==> src/rtl/md5_search_ctrl_pkg.sv <==
// ============================================================================
// Module : md5_search_ctrl_pkg
// Brief  : Shared types, character bounds and candidate odometer helpers.
// Rev    : 1.0 - initial release
// ============================================================================
`default_nettype none

package md5_search_ctrl_pkg;

    typedef enum logic [2:0] {
        ST_IDLE      = 3'd0,
        ST_RUN       = 3'd1,
        ST_DRAIN     = 3'd2,
        ST_FOUND     = 3'd3,
        ST_EXHAUSTED = 3'd4
    } state_t;

    localparam logic [7:0]  CHAR_FIRST = 8'h61;
    localparam logic [7:0]  CHAR_LAST  = 8'h7A;

    localparam logic [31:0] MD5_INIT_A = 32'h67452301;
    localparam logic [31:0] MD5_INIT_B = 32'hEFCDAB89;
    localparam logic [31:0] MD5_INIT_C = 32'h98BADCFE;
    localparam logic [31:0] MD5_INIT_D = 32'h10325476;

    typedef struct packed {
        logic [3:0]  count;
        logic [63:0] msg;
    } cand_t;

    // Byte 0 is the last character; a carry out of the top used byte grows
    // the candidate by one character and restarts it at all 'a'.
    function automatic cand_t odometer_next(input cand_t cur);
        cand_t nxt;
        logic  carry;
        nxt   = cur;
        carry = 1'b1;
        for (int i = 0; i < 8; i++) begin
            if (carry && (4'(i) < cur.count)) begin
                if (cur.msg[8*i +: 8] == CHAR_LAST) begin
                    nxt.msg[8*i +: 8] = CHAR_FIRST;
                end else begin
                    nxt.msg[8*i +: 8] = cur.msg[8*i +: 8] + 8'd1;
                    carry             = 1'b0;
                end
            end
        end
        if (carry) begin
            nxt.count = cur.count + 4'd1;
            nxt.msg   = '0;
            for (int i = 0; i < 8; i++) begin
                if (4'(i) < nxt.count) begin
                    nxt.msg[8*i +: 8] = CHAR_FIRST;
                end
            end
        end
        return nxt;
    endfunction

    function automatic logic is_final(input cand_t c, input logic [3:0] max_cnt);
        logic all_z;
        all_z = 1'b1;
        for (int i = 0; i < 8; i++) begin
            if ((4'(i) < c.count) && (c.msg[8*i +: 8] != CHAR_LAST)) begin
                all_z = 1'b0;
            end
        end
        return all_z && (c.count == max_cnt);
    endfunction

endpackage

`default_nettype wire

==> src/rtl/md5_search_ctrl_if.sv <==
// ============================================================================
// Module : md5_search_ctrl_if
// Brief  : Host/core-side bundle of the brute-force search controller.
// Rev    : 1.0 - initial release
// ============================================================================
`default_nettype none

interface md5_search_ctrl_if;
    logic         start;
    logic [127:0] target;
    logic [63:0]  message;
    logic [63:0]  length;
    logic [127:0] hash;
    logic [511:0] message_out;
    logic         busy;
    logic         found;
    logic         exhausted;
    logic [63:0]  found_message;
    logic [3:0]   found_len;

    modport master (
        output start, target, hash, message_out,
        input  message, length, busy, found, exhausted, found_message, found_len
    );

    modport slave (
        input  start, target, hash, message_out,
        output message, length, busy, found, exhausted, found_message, found_len
    );
endinterface

`default_nettype wire

==> src/rtl/md5_tag_delay.sv <==
// ============================================================================
// Module : md5_tag_delay
// Brief  : Fixed-depth valid+data shift line with a valid-only flush.
// Rev    : 1.0 - initial release
// ============================================================================
`default_nettype none

module md5_tag_delay #(
    parameter int DEPTH = 66,
    parameter int WIDTH = 69
) (
    input  wire logic             clk,
    input  wire logic             rst,
    input  wire logic             flush,
    input  wire logic             in_valid,
    input  wire logic [WIDTH-1:0] in_data,
    output logic                  out_valid,
    output logic [WIDTH-1:0]      out_data
);

    logic [DEPTH-1:0] valid_sr;
    logic [WIDTH-1:0] data_sr [DEPTH];

    // The entry arriving on a flush cycle is discarded as well.
    always_ff @(posedge clk or posedge rst) begin
        if (rst) begin
            valid_sr <= '0;
        end else begin
            valid_sr[0] <= in_valid & ~flush;
            for (int i = 1; i < DEPTH; i++) begin
                valid_sr[i] <= valid_sr[i-1] & ~flush;
            end
        end
    end

    always_ff @(posedge clk) begin
        data_sr[0] <= in_data;
        for (int i = 1; i < DEPTH; i++) begin
            data_sr[i] <= data_sr[i-1];
        end
    end

    assign out_valid = valid_sr[DEPTH-1];
    assign out_data  = data_sr[DEPTH-1];

endmodule

`default_nettype wire

==> src/rtl/md5_search_ctrl.sv <==
// ============================================================================
// Module : md5_search_ctrl
// Brief  : Feeds lowercase candidates to an MD5 core and watches for a target.
// Rev    : 1.0 - initial release
// ============================================================================
`default_nettype none

module md5_search_ctrl
    import md5_search_ctrl_pkg::*;
#(
    parameter int PIPE_LATENCY = 66,
    parameter int MAX_LEN      = 8
) (
    input  wire logic         clk,
    input  wire logic         rst,
    md5_search_ctrl_if.slave  bus
);

    localparam int         TAG_W   = 1 + 4 + 64;
    localparam logic [3:0] MAX_CNT = 4'(MAX_LEN);

    state_t       state;
    state_t       state_n;
    logic [127:0] target_q;
    cand_t        cur;
    cand_t        cur_next;
    logic         issuing;
    logic         found_q;
    logic         exhausted_q;
    logic [63:0]  found_msg_q;
    logic [3:0]   found_len_q;

    logic             last_issue;
    logic             dl_valid;
    logic [TAG_W-1:0] dl_data;
    logic             dl_last;
    logic [3:0]       dl_count;
    logic [63:0]      dl_msg;
    logic             match;
    logic             accept;
    logic             hit;
    logic             finish_run;
    logic             exhaust;
    logic             debug_unused;

    assign cur_next   = odometer_next(cur);
    assign last_issue = issuing && is_final(cur, MAX_CNT);

    md5_tag_delay #(
        .DEPTH (PIPE_LATENCY),
        .WIDTH (TAG_W)
    ) u_tag_delay (
        .clk       (clk),
        .rst       (rst),
        .flush     (hit),
        .in_valid  (issuing),
        .in_data   ({last_issue, cur.count, cur.msg}),
        .out_valid (dl_valid),
        .out_data  (dl_data)
    );

    assign dl_last  = dl_data[TAG_W-1];
    assign dl_count = dl_data[67:64];
    assign dl_msg   = dl_data[63:0];
    assign match    = dl_valid && (bus.hash == target_q);

    always_comb begin
        state_n    = state;
        accept     = 1'b0;
        hit        = 1'b0;
        finish_run = 1'b0;
        exhaust    = 1'b0;
        case (state)
            ST_IDLE, ST_FOUND, ST_EXHAUSTED: begin
                if (bus.start) begin
                    accept  = 1'b1;
                    state_n = ST_RUN;
                end
            end
            ST_RUN: begin
                // A match outranks running out of candidates on the same cycle.
                if (match) begin
                    hit     = 1'b1;
                    state_n = ST_FOUND;
                end else if (last_issue) begin
                    finish_run = 1'b1;
                    state_n    = ST_DRAIN;
                end
            end
            ST_DRAIN: begin
                if (match) begin
                    hit     = 1'b1;
                    state_n = ST_FOUND;
                end else if (dl_valid && dl_last) begin
                    exhaust = 1'b1;
                    state_n = ST_EXHAUSTED;
                end
            end
            default: state_n = ST_IDLE;
        endcase
    end

    always_ff @(posedge clk or posedge rst) begin
        if (rst) begin
            state <= ST_IDLE;
        end else begin
            state <= state_n;
        end
    end

    always_ff @(posedge clk or posedge rst) begin
        if (rst) begin
            target_q    <= '0;
            cur         <= '0;
            issuing     <= 1'b0;
            found_q     <= 1'b0;
            exhausted_q <= 1'b0;
            found_msg_q <= '0;
            found_len_q <= '0;
        end else if (accept) begin
            target_q    <= bus.target;
            cur         <= '{count: 4'd1, msg: 64'(CHAR_FIRST)};
            issuing     <= 1'b1;
            found_q     <= 1'b0;
            exhausted_q <= 1'b0;
        end else if (hit) begin
            found_q     <= 1'b1;
            found_msg_q <= dl_msg;
            found_len_q <= dl_count;
            cur         <= '0;
            issuing     <= 1'b0;
        end else if (finish_run) begin
            cur     <= '0;
            issuing <= 1'b0;
        end else if (state == ST_RUN) begin
            cur <= cur_next;
        end else if (exhaust) begin
            exhausted_q <= 1'b1;
        end
    end

    assign debug_unused      = ^bus.message_out;

    assign bus.message       = cur.msg;
    assign bus.length        = {57'd0, cur.count, 3'd0};
    assign bus.busy          = (state == ST_RUN) || (state == ST_DRAIN);
    assign bus.found         = found_q;
    assign bus.exhausted     = exhausted_q;
    assign bus.found_message = found_msg_q;
    assign bus.found_len     = found_len_q;

endmodule

`default_nettype wire

==> src/flat_wrapper.sv <==
// flat-port wrapper written by rule: the top's interface ports become plain ports
module md5_search_ctrl_flat import md5_search_ctrl_pkg::*;
#(
    parameter int PIPE_LATENCY = 66,
    parameter int MAX_LEN      = 8
)
  (clk, rst, bus_start, bus_target, bus_hash, bus_message_out, bus_message, bus_length, bus_busy, bus_found, bus_exhausted, bus_found_message, bus_found_len);
  md5_search_ctrl_if bus_i ();
  input  wire logic clk;
  input  wire logic rst;
  input wire logic [$bits(bus_i.start)-1:0] bus_start;
  input wire logic [$bits(bus_i.target)-1:0] bus_target;
  input wire logic [$bits(bus_i.hash)-1:0] bus_hash;
  input wire logic [$bits(bus_i.message_out)-1:0] bus_message_out;
  output wire logic [$bits(bus_i.message)-1:0] bus_message;
  output wire logic [$bits(bus_i.length)-1:0] bus_length;
  output wire logic [$bits(bus_i.busy)-1:0] bus_busy;
  output wire logic [$bits(bus_i.found)-1:0] bus_found;
  output wire logic [$bits(bus_i.exhausted)-1:0] bus_exhausted;
  output wire logic [$bits(bus_i.found_message)-1:0] bus_found_message;
  output wire logic [$bits(bus_i.found_len)-1:0] bus_found_len;
  assign bus_i.start = bus_start;
  assign bus_i.target = bus_target;
  assign bus_i.hash = bus_hash;
  assign bus_i.message_out = bus_message_out;
  assign bus_message = bus_i.message;
  assign bus_length = bus_i.length;
  assign bus_busy = bus_i.busy;
  assign bus_found = bus_i.found;
  assign bus_exhausted = bus_i.exhausted;
  assign bus_found_message = bus_i.found_message;
  assign bus_found_len = bus_i.found_len;
  md5_search_ctrl #(.PIPE_LATENCY(PIPE_LATENCY), .MAX_LEN(MAX_LEN)) u_core (.clk(clk), .rst(rst), .bus(bus_i));
endmodule
==> config.mk <==
export PLATFORM = sky130hd
export DESIGN_NAME = md5_search_ctrl_flat
export DESIGN_NICKNAME = d
export VERILOG_FILES = /design/src/rtl/md5_search_ctrl_pkg.sv /design/src/rtl/md5_search_ctrl_if.sv /design/src/rtl/md5_tag_delay.sv /design/src/rtl/md5_search_ctrl.sv /design/src/flat_wrapper.sv
export SDC_FILE = /design/constraint.sdc
export NUM_CORES = 2
export LEC_CHECK = 0
export ABC_CLOCK_PERIOD_IN_PS = 13800
export CAP_MARGIN = 15
export CORE_ASPECT_RATIO = 1.25
export CORE_MARGIN = 2
export CORE_UTILIZATION = 37
export CTS_CLUSTER_SIZE = 16
export DETAILED_ROUTE_END_ITERATION = 6
export PLACE_DENSITY = 0.59
export SLEW_MARGIN = 20
export SYNTH_ARGS = -nofsm -noshare
export SYNTH_HDL_FRONTEND = slang
export SYNTH_MEMORY_MAX_BITS = 65536
export SYNTH_SLANG_ARGS = --single-unit
==> constraint.sdc <==
create_clock -name clk -period 13.8 [get_ports clk]
set_input_delay 3.45 -clock clk [delete_from_list [all_inputs] [get_ports clk]]
set_output_delay 3.45 -clock clk [all_outputs]
set_load 0.02 [all_outputs]
**Word level (Yosys, flattened, before mapping)**

Memory sizes are Yosys's and may differ from the RTL's.
Cells that the tools add are included.

- Memories kept: 1
- Flip-flop bits (word level): 336
- Memory bits (read-only): 0
- Bits of input ports: 771
- Logic and storage cells: 266
- Memory bits (writable): 4,554
- Bits in latches: 0
- Output and inout port bits: 199

- $mul: 0
- Bitwise gates (word level): 68
- Shift-type cells: 0
- Add/sub/neg operators: 9
- Div/mod/pow operators: 0
- Equal/unequal tests: 28
- $lt $le $gt $ge: 16
- Mux-type cells: 79
- Reductions and logical operators: 48

Memories:

| name | depth | width | rd ports | clocked after memory_dff | wr ports | RTL line | RTL |
|---|---|---|---|---|---|---|---|
| u_core.u_tag_delay.data_sr | 66 | 69 | 66 | 0 | 66 | md5_tag_delay.sv:22 | `logic [WIDTH-1:0] data_sr [DEPTH];` |

Operators with widths:

| operator | count |
|---|---|
| $mux 68 | 5 |
| $eq 128x128->1 | 1 |
| $mux 8 | 16 |
| $and 1x1->1 | 66 |
| $add 8x1->8 const B | 8 |
| $eq 8x7->1 const B | 8 |
| $ne 8x7->1 const B | 8 |
| $mux 7 | 8 |
| $mux 1 | 44 |
| $reduce_bool 5->1 | 8 |
| $lt 3x4->1 const A | 8 |
| $reduce_and 2->1 | 10 |
| $logic_and 1x1->1 | 19 |
| $lt 1x4->1 const A | 4 |
| $lt 2x4->1 const A | 4 |
| $mux 3 | 5 |
| $pmux 3 s3 | 1 |
| $reduce_bool 4->1 | 2 |
| $eq 3x2->1 const B | 2 |
| $ne 2x1->1 const B | 3 |
| $ne 3x1->1 const B | 2 |
| $add 4x1->4 const B | 1 |
| $eq 4x4->1 const B | 1 |
| $reduce_and 4->1 | 1 |
| other kinds (11) | 13 |

**Depth between registers and ports, before layout**

- Depth after elaboration: 22
- Mapped depth: 12

**By module**

From an unflattened synthesis, not the netlist that was laid out.

- Cells, all modules: 6,247
- Area, all modules: 107,393.0 um^2

By module, submodules not included:

| module | instances | area an instance (um^2) | cells an instance |
|---|---|---|---|
| md5_tag_delay | 1 | 93,298.2 | 4,694 |
| md5_search_ctrl | 1 | 14,094.8 | 1,553 |

**Worst setup path after synthesis**

No wires, ideal clock.

- Path kind: input-to-reg
- Start point: in bus_hash[19]
- End point: reg u_core.cur (netlist bit u_core.bus.message[52])
- Data required time: 13,679 ps
- Setup slack: 8,202 ps
- Cell stages on the path: 9
- Arrival: 5,477 ps
- Library setup time: 121 ps
- Cells stage by stage: nor2b_1 > or4_1 > nor4_1 > and4_1 > nand4b_4 > and3_1 > clkbuf_1 > a31o_1 > a22o_1

- Word-level cells in the longest chain between the ends: 7

RTL lines:

| what | RTL line | RTL |
|---|---|---|
| start, declared | flat_wrapper.sv:13 | `input wire logic [$bits(bus_i.hash)-1:0] bus_hash;` |
| $eq 128x128->1 (*) | md5_search_ctrl.sv:65 | `assign match = dl_valid && (bus.hash == target_q);` |
| $logic_and 1x1->1 (*) | md5_search_ctrl.sv:65 |  |
| $mux 1 | md5_search_ctrl.sv:82 | `if (match) begin` |
| $mux 1 | md5_search_ctrl.sv:73 | `case (state)` |
| $mux 68 | md5_search_ctrl.sv:132 | `end else if (finish_run) begin` |
| $mux 68 | md5_search_ctrl.sv:126 | `end else if (hit) begin` |
| $mux 68 | md5_search_ctrl.sv:120 | `end else if (accept) begin` |
| end signal, assigned | md5_search_ctrl.sv:122 | `cur <= '{count: 4'd1, msg: 64'(CHAR_FIRST)};` |
| end signal, assigned | md5_search_ctrl.sv:136 | `cur <= cur_next;` |
| end, declared | md5_search_ctrl.sv:25 | `cand_t cur;` |

Every way passes the cells marked *; elsewhere a longest branch is shown, timed or not.
A chain may end at the register's enable or synchronous reset.

**Worst setup path after layout**

- Start point: in bus_hash[58]
- End point: reg u_core.cur (netlist bit u_core.bus.message[56])

The elaborated chain is that of the path after synthesis.

==> results.yml <==
grt:
  grt_pass1_wl_um: 268000
  grt_start_max_net_pins: 78
  grt_antenna_before_repair: 69
  grt_util_all_layers: 0.122
  global_route.overflow_total: 0
  vias_in_the_first_global_route: 44000
clocking:
  cts_sink_count: 4890
  cts_stage_hold_buffer_count: 0
  cts-root-buf: "clkbuf_16"
  post_cts.resized_instances: 0
  clkLatencyLatePin_ns: 0.90
  numCtsBuffers: 419
  cts_setup_buffers: 0
  clkSlewWorstSetupHoldPaths_ns: 0.07
  cts_htree_levels: 5
  clock_tree_from_tritoncts: "done"
  clockBufferDepth: 4
yosys:
  synth_top_area_share: 0.845
  async_reset_ff_frac: 0.0687
  ys.warnings.count: 0
  yosysSeqAreaShare: 0.923
  synth_adder_area_share: 0.00232
  synth-edff-count: 0
  largest_family_of_logic_cells_by_synthesized_area: "simple AND/OR/NAND/NOR gates"
  synth.cell_area_um2: 108000
  top_cells_by_area_synth: "dfxtp_1, dfrtp_1, nand2_1, buf_4, nand2b_1"
  multiplexer_area_fraction_after_synthesis: 0
  syn_inst: 6442
  synth_compound_area_frac: 0.0120
  netlist.top_cell.by_area: "dfxtp_1"
  synthSimpleGateAreaFrac: 0.0479
  yosysMostFrequentCell: "dfxtp_1"
  synthDistinctLibCells: 79
  synth.top_cells.by_count: "dfxtp_1, nand2_1, dfrtp_1"
  synth-main-ff-cell: "dfxtp_1"
  avgSynthCellArea_um2: 16.8
  ffs_latches_synth: 4890
  post_synth_xor_area_fraction: 0.00601
timing:
  slew-limit-headroom: 0.263
  rsz0062_at_grt: "false"
  clock_skew_ns: 0.0907
  finalHoldViolCount: 0
  tightestPinTransition_ns: 1.10
  layout_min_cycle_time_ns: 7.58
  fmax_ghz: 0.132
  min_period_over_period: 0.550
  setup_viol: 0
  slew_violations: 0
  timing.setup.tns_ns: 0
layout:
  synthToLayoutAreaGrowth_pct: 21.0
  drive_above_1_share: 0.0976
  non_filler_instances: 11400
  nets: 8002
  finalInstanceArea_um2: 131000
drt:
  route.met2.wl_um: 92800
  drt_iter0_markers: 1588
  wl_um: 183000
  length_of_the_first_detailed_routing_pass_in_iterations: 5
  met3WireLength_um: 17700
  avgViaCountPerCell: 3.87
  route.top_layer_used: "met5"
  post-route-drc-count: 0
  wirelength_met1_um: 66900
  antenna_left: 0
  routed-via-count: 44000
  detail_routed_net_length_per_standard_cell_um: 16.1
critical_path:
  worstRegToRegCells: 8
  critPathRequiredTime_ns: 14.49
  timing.critical_path.fanout_max: 22
  worst_setup_path_start_kind: "input pin"
  timing_worst_setup_path_type: "input pin to flop"
  cp.arrival_ns: 8.28
  end_kind: "flop"
die:
  num_io_pins: 970
  die_outline_area_um2: 296000
  start_util: 0.372
  die_y_um: 608
  core-area_um2: 290000
  chipWidth_um: 487
  rows: 221
flow_run:
  cap_viol_max_count: 0
worst_hold_path:
  hold_class: "flop to flop"
  hold_path_depth: 0
placed_design:
  postPlaceCellArea_um2: 116000
  io_buffers: 397
  dpl.hpwl_um: 124000
  placed_cells_incl_taps: 10600
  routability_congestion_estimate: 0.847
pwr:
  vdd_ir_max_v: 0.000114
  power.static_leakage_nw: 53.9
  power.density_cell_area_nw_per_um2: 237
run_status:
  outcome: "finished clean"
power by group:
part / internal, W / total [W] / switching [W] / leakage (nW)
combinational: 0.000573 / 0.00155 / 0.000978 / 5.44
sequential: 0.0168 / 0.0178 / 0.000934 / 41.4
clock: 0.00673 / 0.0116 / 0.00485 / 7.01
logic make-up (layout without fill, tap and decap cells):
logic type / Yosys count / after routing
flops: 4890 / 4890
simple gates: 1097 / 1097
buf+inv: 181 / 1239
compound gates: 179 / 179
xor+xnor: 74 / 74
fa+ha+maj: 20 / 20
other cells: 1 / 80
registers in the layout, indices dropped and copies added, names as in the netlist:
register and cells:
u_core.u_tag_delay.data_sr 4554, u_core.target_q 128, u_core.u_tag_delay.valid_sr 66, u_core.bus.found_message 64
u_core.bus.message 64, u_core.bus.found_len 4, u_core.bus.length 4, u_core.state 3
u_core.bus.exhausted 1, u_core.bus.found 1, u_core.issuing 1
final cells by class:
type | count | area (um2)
Antenna cell | 20 | 50.0
Inverter | 47 | 184
Fill cell | 25100 | 160000
Sequential cell | 4890 | 99600
Clock buffer | 617 | 12400
Timing Repair Buffer | 423 | 4180
Clock inverter | 152 | 1730
Multi-Input combinational cell | 1430 | 7650
Tap cell | 3791 | 4740
cell usage in the layout (no fill, tap or decap), types with 12 or more instances in the layout:
| master | netlist | routed |
|---|---|---|
| nand2b_1 | 69 | 69 |
| o31ai_1 | 14 | 14 |
| nor2_1 | 60 | 59 |
| diode_2 | 0 | 20 |
| buf_4 | 65 | 25 |
| dfxtp_1 | 4554 | 4554 |
| nand3_1 | 50 | 50 |
| a21oi_1 | 25 | 25 |
| clkbuf_16 | 0 | 428 |
| clkinv_2 | 0 | 77 |
| xor2_1 | 29 | 29 |
| o2111ai_1 | 14 | 14 |
| dfrtp_1 | 336 | 336 |
| and2_1 | 68 | 68 |
| inv_1 | 47 | 46 |
| nor3_1 | 23 | 22 |
| conb_1 | 1 | 60 |
| bufinv_16 | 0 | 24 |
| nor2b_1 | 30 | 30 |
| o21ai_0 | 30 | 30 |
| clkbuf_8 | 0 | 99 |
| clkdlybuf4s50_1 | 0 | 397 |
| ha_1 | 20 | 20 |
| nor4_1 | 25 | 24 |
| nand2_1 | 648 | 648 |
| xnor2_1 | 45 | 45 |
| nand4_1 | 46 | 46 |
| or3_1 | 12 | 12 |
| inv_6 | 0 | 13 |
| clkbuf_1 | 53 | 90 |
path summary, 6_finish.rpt:
path | end | slack [ns] | start
max | u_core.bus.message[56]$_DFFE_PP0P_ | 6.22 | bus_hash[58]
min | u_core.u_tag_delay.data_sr[6][56]$_DFF_P_ | 0.27 | u_core.u_tag_delay.data_sr[5][56]$_DFF_P_
max reg2reg | u_core.bus.message[55]$_DFFE_PP0P_ | 8.71 | u_core.bus.message[52]$_DFFE_PP0P_
min reg2reg | u_core.u_tag_delay.data_sr[6][56]$_DFF_P_ | 0.27 | u_core.u_tag_delay.data_sr[5][56]$_DFF_P_
max in group asynchronous | u_core.u_tag_delay.valid_sr[38]$_DFF_PP0_ | 8.64 | rst
min in group asynchronous | u_core.bus.found_message[46]$_DFFE_PP0P_ | 3.09 | rst
metal layers:
metal  track usage  up-vias
met3        0.0576      428
met1         0.123    20600
li1              -    21800
met2         0.222     1025
met5             0        -
met4        0.0367       80
critical path, cell delays in order:
cell and delay (ns):
clkdlybuf4s50_1 0.43, xor2_1 0.16, nor4_2 0.74, buf_4 0.30, nand4_1 0.24, nor4_2 0.83, nand2_1 0.45, o211ai_4 0.27
buf_4 0.37, nand2_1 0.39, o41ai_1 0.59
stage by stage:
stage | utilization | setup slack [ns] | power, W | hold WS (ns)
global route | 0.450 | 6.09 | 0.0324 | 0.251
finish | 0.450 | 6.22 | 0.0309 | 0.270
global placement | 0.401 | 5.11 | 0.0196 | 0.309
floorplan | - | 1.04 | 0.0185 | 0.310
CTS | 0.450 | 6.08 | 0.0315 | 0.250
detailed placement | 0.401 | 5.17 | 0.0197 | 0.312
Note: power is estimated with default switching activity, not from simulation.
